==> config.mk <==
export PLATFORM = sky130hd
export DESIGN_NAME = i2s_tx
export DESIGN_NICKNAME = d
export VERILOG_FILES = /design/src/rtl/i2s_tx.sv
export SDC_FILE = /design/constraint.sdc
export NUM_CORES = 1
export LEC_CHECK = 0
export CAP_MARGIN = 5
export CORE_UTILIZATION = 37
export CTS_CLUSTER_DIAMETER = 100
export CTS_CLUSTER_SIZE = 24
export DETAILED_ROUTE_END_ITERATION = 10
export SLEW_MARGIN = 20
export SYNTH_ARGS = -nofsm -noshare
export SYNTH_HDL_FRONTEND = slang
export SYNTH_SLANG_ARGS = --single-unit
==> constraint.sdc <==
create_clock -name mclk -period 3.8 [get_ports mclk]
set_input_delay 0.38 -clock mclk [delete_from_list [all_inputs] [get_ports mclk]]
set_output_delay 0.38 -clock mclk [all_outputs]
set_load 0.005 [all_outputs]
==> src/rtl/i2s_tx.sv <==
// I2S playback transmitter: one-pair pending buffer feeding a 256-mclk frame,
// with bclk/lrclk/data all registered off a single 8-bit frame counter.
module i2s_tx #(
  parameter int SAMPLE_BITS = 16,
  parameter int SLOT_BITS   = 32
) (
  input  logic                   mclk,
  input  logic                   rst,
  input  logic [SAMPLE_BITS-1:0] s_left,
  input  logic [SAMPLE_BITS-1:0] s_right,
  input  logic                   s_valid,
  output logic                   s_ready,
  input  logic                   mute,
  output logic                   pbclk,
  output logic                   pblrc,
  output logic                   pbdat,
  output logic                   frame_tick,
  output logic                   underrun,
  output logic [15:0]            underrun_cnt
);

  // 4 mclk per bit, SLOT_BITS bits per channel, two channels
  localparam int FC_W = $clog2(SLOT_BITS) + 3;
  localparam int K_W  = FC_W - 3;

  logic [1:0]             rst_sync;
  logic                   rst_i;
  logic [FC_W-1:0]        fc;
  logic [FC_W-1:0]        fc_next;
  logic                   wrap;
  logic [K_W-1:0]         k_next;
  logic                   pending_full;
  logic                   accept;
  logic [SAMPLE_BITS-1:0] pend_l;
  logic [SAMPLE_BITS-1:0] pend_r;
  logic [SAMPLE_BITS-1:0] act_l;
  logic [SAMPLE_BITS-1:0] act_r;
  logic [SAMPLE_BITS-1:0] chan;
  logic [SAMPLE_BITS-1:0] chan_sh;
  logic                   data_bit;
  int                     k;

  // Assert asynchronously, release two mclk edges after rst rises
  always_ff @(posedge mclk or negedge rst) begin
    if (!rst) rst_sync <= '0;
    else      rst_sync <= {rst_sync[0], 1'b1};
  end
  assign rst_i = rst_sync[1];

  assign fc_next = fc + 1'b1;
  assign wrap    = (fc_next == '0);
  assign k_next  = fc_next[FC_W-2:2];
  assign s_ready = !pending_full;
  assign accept  = s_valid && s_ready;

  // Outputs are computed from the count being entered, so they line up with fc
  always_comb begin
    data_bit = 1'b0;
    chan     = fc_next[FC_W-1] ? act_r : act_l;
    chan_sh  = '0;
    k        = int'(k_next);
    if (k >= 1 && k <= SAMPLE_BITS) begin
      chan_sh  = chan << (k - 1);
      data_bit = chan_sh[SAMPLE_BITS-1];
    end
  end

  always_ff @(posedge mclk or negedge rst_i) begin
    if (!rst_i) begin
      fc         <= '0;
      pbclk      <= 1'b0;
      pblrc      <= 1'b0;
      pbdat      <= 1'b0;
      frame_tick <= 1'b0;
      underrun   <= 1'b0;
    end else begin
      fc         <= fc_next;
      pbclk      <= fc_next[1];
      pblrc      <= fc_next[FC_W-1];
      pbdat      <= data_bit;
      frame_tick <= wrap;
      underrun   <= wrap && !pending_full;
    end
  end

  always_ff @(posedge mclk or negedge rst_i) begin
    if (!rst_i) begin
      underrun_cnt <= '0;
    end else if (wrap && !pending_full && underrun_cnt != 16'hFFFF) begin
      underrun_cnt <= underrun_cnt + 1'b1;
    end
  end

  // An accept never coincides with consuming a full buffer since s_ready is low then
  always_ff @(posedge mclk or negedge rst_i) begin
    if (!rst_i) begin
      pending_full <= 1'b0;
      pend_l       <= '0;
      pend_r       <= '0;
    end else if (accept) begin
      pending_full <= 1'b1;
      pend_l       <= s_left;
      pend_r       <= s_right;
    end else if (wrap) begin
      pending_full <= 1'b0;
    end
  end

  always_ff @(posedge mclk or negedge rst_i) begin
    if (!rst_i) begin
      act_l <= '0;
      act_r <= '0;
    end else if (wrap) begin
      if (pending_full && !mute) begin
        act_l <= pend_l;
        act_r <= pend_r;
      end else begin
        act_l <= '0;
        act_r <= '0;
      end
    end
  end

endmodule

==> results of run 1 <==
## cell usage after synthesis, types with 4 or more instances
cell and instances:
nand3_1 5, clkbuf_1 15, o211ai_1 5, mux2_2 34, dfrtp_1 94, nand4_1 11
o21ai_0 38, nor2_1 6, ha_1 4, xor2_1 8, nand2_1 74, mux2i_1 10
inv_1 12, xnor2_1 15
## critical path: cells and delay by family, from the launching register on
family,cells,cell delay [ns]
AND/OR/NAND/NOR,5,1.00
XOR/XNOR,2,0.30
adder cells (fa/ha/maj),2,0.52
buffers and inverters,2,0.41
flip-flops,1,0.46
## final cells by class
type,count,area [um^2],area share [%]
flip-flops and latches,94,2360,46.5
multi-input cells,249,1690,33.4
repair buffers,62,608,12.0
well taps,140,175,3.46
clock buffers,10,128,2.52
clock inverters,5,58.8,1.16
inverters,12,45.0,0.890
## power breakdown
group	switching [mW]	leakage (nW)	internal, mW	total [mW]
logic	0.0906	0.906	0.183	0.274
clock network	0.335	0.0888	0.302	0.637
registers	0.107	1.21	1.17	1.28
total	0.533	2.21	1.66	2.19
## stage by stage
| stage | instance area, um^2 | utilization, % | power, mW |
|---|---|---|---|
| CTS | 5060 | 46.5 | 2.23 |
| global placement | 4880 | 44.8 | 1.57 |
| finish | 5060 | 46.5 | 2.19 |
| global route | 5060 | 46.5 | 2.32 |
| detailed placement | 4880 | 44.8 | 1.59 |
| floorplan | 4170 | - | 1.47 |
## registers in the layout, indices dropped and copies added (netlist names), 2 cells and up
name and flops:
act_l 16, fc 8, rst_sync 2, pend_r 16, pend_l 16, act_r 16
underrun_cnt 16
## metal layers
metal	GRT usage, %	wire length [um]
met1	19.6	3710
met2	23.2	3590
met3	3.25	259
met4	6.65	166
met5	0	0
## logic make-up (layout without fill, tap and decap cells)
group / after synthesis / in the layout / share of synthesized area (%)
flops: 94 / 94 / 56.4
other cells: 1 / 1 / 0.0899
mux: 46 / 46 / 12.7
xor+xnor: 23 / 23 / 4.83
simple gates: 118 / 118 / 13.4
fa+ha+maj: 4 / 4 / 1.20
compound gates: 57 / 57 / 8.13
buf+inv: 32 / 89 / 3.24
## worst paths after layout
kind / end / slack (ns) / depth (start not counted)
setup reg to reg: underrun_cnt[12] / 1.00 / 11
hold / removal: rst_sync[1] / 0.17 / 1
setup / recovery: underrun_cnt[12] / 1.00 / 11
max in group asynchronous: underrun_cnt[13] / 2.48 / 1
hold reg to reg: rst_sync[1] / 0.36 / 0
min in group mclk: rst_sync[1] / 0.36 / 0
==> impl_metrics.toml, run 1 <==
[clock_tree]
h-tree-depth = 3
cts_tree = "yes"
cts_buffers = 9
clk_latency_ns = 0.36
clkTransAtPathRegs_ns = 0.09
clock-sinks = 94
cts_setup_buffers = 0
cts_root_buf = "clkbuf_8"
holdBufCountCts = 0
cts_resized = 0
clk_path_buf_depth = 2

[sta]
clock_skew_ns = 0.00918
worst_slew_pin_slew_ns = 0.979
maxSlewViolCount = 0
setup_violations = 0
timing.setup.tns_ns = 0
whs_ns = 0.168
rsz0062_at_grt = "no"
fin_crit_ns = 2.80
clock.fmax_mhz = 357
fin_ws_ns = 1.00
final-hold-violation-count = 0
relSlewSlack_pct = 34.7
final.period_utilization_pct = 73.6

[global_route]
grt_max_degree = 74
grt_pass1_wl_mm = 13.3
grt_antenna_before_repair = 0
gr-usage-all-layers_pct = 14.8
grt_overflow = 0
grt_pass1_vias = 2802

[final_layout]
n_antenna_cell = 0
layout_common_cells = "dfrtp_1 (93), nand2_1 (74), clkdlybuf4s50_1 (57)"
area_delta_synth_final_pct = 21.5
final_common_cell = "dfrtp_1"
drive_gt1_share_pct = 15.3
final-instance-count-excl-fill = 572
fill_cells = 1041
nets = 468

[floorplan]
ios = 58
coreArea_um2 = 10900
die-area_um2 = 11700
die_width_um = 108
start_util_pct = 38.3
die_y_um = 108
row_count = 38

[critical_path]
worstSetupStartpointType = "flop"
crit_path_max_fanout = 11
slowest_delay_ns = 0.46
arrival_ns = 3.04
slowest_stage = "dfrtp_1"
worstSetupEndpointType = "flop"
r2r_start = "fc[1]"
crit_path_cell_trace = "ha_1 -> xnor2_1 -> buf_4 -> ha_1 -> nand2_1 -> nand4b_1 -> nor4_2 -> buf_4 -> and4_1 -> nand4_1 -> xnor2_1"
worst-setup-path-type = "flop to flop"
cp_data_required_time_ns = 4.04
critPathLaunch = "fc[1]"

[drt]
final_antenna_net_count = 0
drc_errors = 0
vias_per_cell = 4.87
first_iter_violations = 90
wirelength_mm = 7.73
vias = 2787
firstDrtPassIters = 4
wl_per_cell_um = 13.5

[placed_design]
routabilityCongestion = 0.789
hpwl_mm = 5.55
pre_cts_slack_ns = 1.01
numPlacedInstances = 557
port_buffers = 57

[logic_synthesis]
synthesis.area_um2 = 4170
post-synth-top-area-cell = "dfrtp_1"
syn_inst = 375
synth_cell_type_count = 41
ys_warn_count = 0
synth_edf_count = 0
synth_area_per_cell_um2 = 11.1
ys_seq_area_share_pct = 56.4
synth_fp_nets = 415
synth_top_area_share_pct = 56.4
synth-seq-cells = 94
synthTopCellsByArea = "dfrtp_1 (56%), mux2_2 (9.2%), nand2_1 (6.7%)"
ys_async_sr_fraction_pct = 100
synth_ff_type = "dfrtp_1"

[outcome]
status = "complete, no violations"

[worst_hold_path]
hp-class = "input port to async pin"

[job]
drv_cap = 0

[pwr]
p_per_area_nw_per_um2 = 433
p_leak_nw = 2.21
vdd_ir_drop_max_uv = 214
No activity file was read; power rests on OpenSTA's default activity.
==> run 2: changes to the inputs <==
==> constraint.sdc (replaced) <==
create_clock -name mclk -period 2.5 [get_ports mclk]
set_input_delay 0.25 -clock mclk [delete_from_list [all_inputs] [get_ports mclk]]
set_output_delay 0.25 -clock mclk [all_outputs]
set_load 0.005 [all_outputs]
==> run 2 against run 1 <==
Net effect: global-route usage up 0.37 points; critical path depth fell by 2; fmax is 19% higher; sequential power is 52% higher; register-to-register slack got worse by 0.85 ns; non-clock buffer count rose by 7; critical endpoint is now pbdat; highest routed layer unchanged; clock skew grew 0.00088 ns; setup slack lost 0.85 ns; combinational power is 56% higher.
==> impl_metrics.toml, run 2 (synthesis results as in run 1) <==
[sta]
clock_skew_ns = 0.0101
maxSlewViolCount = 0
worst_slew_pin_slew_ns = 0.533
clock.fmax_mhz = 426
rsz0062_at_grt = "no"
setup_violations = 0
timing.setup.tns_ns = 0
final.period_utilization_pct = 93.9
relSlewSlack_pct = 64.5
fin_crit_ns = 2.35
final-hold-violation-count = 0

[worst_hold_path]
hp-class = "input port to async pin"

[global_route]
grt_overflow = 0
grt_max_degree = 68
gr-usage-all-layers_pct = 15.1
grt_antenna_before_repair = 0
grt_pass1_wl_mm = 13.5
grt_pass1_vias = 2780

[pwr]
clkPwrFrac_pct = 29.4
switching_share_pct = 24.7
p_per_area_nw_per_um2 = 647
vdd_ir_drop_max_uv = 308
cellInternalPower_mw = 2.53
combPwrFrac_pct = 12.7
net-switching-power_mw = 0.827
p_leak_nw = 2.25
seq_power_share_pct = 57.9

[final_layout]
nets = 475
n_antenna_cell = 0
area_delta_synth_final_pct = 24.2
final_area_um2 = 5180
layout_common_cells = "dfrtp_1 (91), nand2_1 (74), clkdlybuf4s50_1 (57)"
drive_gt1_share_pct = 18.0
final_common_cell = "dfrtp_1"

[placed_design]
routabilityCongestion = 0.860
place_area_um2 = 4970
hpwl_mm = 5.70
port_buffers = 57

[critical_path]
r2r_start = "fc[1]"
worst-setup-path-type = "flop to flop"
slowest_stage = "dfrtp_2"
worstSetupStartpointType = "flop"
critPathLaunch = "fc[1]"
r2r-end = "pbdat"
ff2ff_path_depth = 9
arrival_ns = 2.57
cp_data_required_time_ns = 2.73
r2r_slack_ns = 0.15
crit_buf_inv = 1
crit_path_cell_trace = "ha_4 -> or2_2 -> o21ai_0 -> a21oi_1 -> xnor2_1 -> buf_4 -> mux4_2 -> a221oi_2 -> o32ai_1"
worstSetupEndpointType = "flop"
crit_path_max_fanout = 5
path_delay_family = "compound AO/OA/AOI/OAI gates"
slowest_delay_ns = 0.47

[drt]
vias = 2797
firstDrtPassIters = 4
drc_errors = 0
wl_per_cell_um = 13.8
vias_per_cell = 4.83
final_antenna_net_count = 0
wirelength_mm = 7.98
first_iter_violations = 102

[clock_tree]
cts_buffers = 9
clkTransAtPathRegs_ns = 0.09
cts_root_buf = "clkbuf_8"
clk_latency_ns = 0.36
clk_path_buf_depth = 2
h-tree-depth = 3
holdBufCountCts = 0
cts_tree = "yes"
clock-sinks = 94

[floorplan]
row_count = 38
die_width_um = 108
die_y_um = 108
die-area_um2 = 11700
start_util_pct = 38.3
ios = 58
coreArea_um2 = 10900

[outcome]
status = "complete, no violations"

[job]
drv_cap = 0
run 2: area by class of cell:
cell class	count	area, um^2
fillers	1032	5710
flip-flops and latches	94	2360
multi-input cells	249	1730
repair buffers	69	686
well taps	140	175
clock buffers	10	128
clock inverters	5	58.8
inverters	12	45.0
run 2: routing by layer:
layer,global-route usage [%],part of all wire (%),vias up
li1,-,-,1400
met4,4.99,1.4,0
met3,3.86,3.6,8
met5,0,0,-
met1,20.1,47,1339
met2,24.1,48,50
run 2: how the worst max path moves through the flow:
stage / to / slack, ns / depth (start not counted)
final: pbdat / 0.15 / 9
after global routing: underrun_cnt[9] / 0.002 / 10
after CTS: underrun_cnt[12] / 0.002 / 9
after detailed placement: underrun_cnt[12] / 0.03 / 9
after global placement: underrun_cnt[12] / 0.15 / 9
after floorplan: underrun_cnt[12] / 0.06 / 10
run 2: through the flow:
| step | utilization (%) | setup WS (ns) | hold slack (ns) | std cells | power, mW |
|---|---|---|---|---|---|
| 6_report | 47.6 | 0.152 | 0.0409 | 579 | 3.35 |
| 4_1_cts | 47.3 | 0.00215 | 0.0328 | 578 | 3.40 |
| 3_3_place_gp | 45.6 | 0.149 | 0.337 | 563 | 2.39 |
| 5_1_grt | 47.6 | 0.00201 | 0.0221 | 579 | 3.55 |
| 2_1_floorplan | - | 0.0610 | -0.0456 | 375 | 2.24 |
| 3_5_place_dp | 45.6 | 0.0331 | 0.339 | 563 | 2.41 |
run 2: power by group through the flow:
stage / sequential (mW) / clock, mW / combinational [mW]
2_1_floorplan: 1.93 / 0 / 0.310
3_3_place_gp: 1.97 / 0 / 0.422
3_5_place_dp: 1.98 / 0 / 0.437
4_1_cts: 1.95 / 1.02 / 0.438
5_1_grt: 1.98 / 1.08 / 0.485
6_report: 1.94 / 0.986 / 0.427
run 2: repair_timing:
action,CTS,global route
resized for setup,0,6
buffers inserted,0,1
endpoints found under the setup margin,0,7
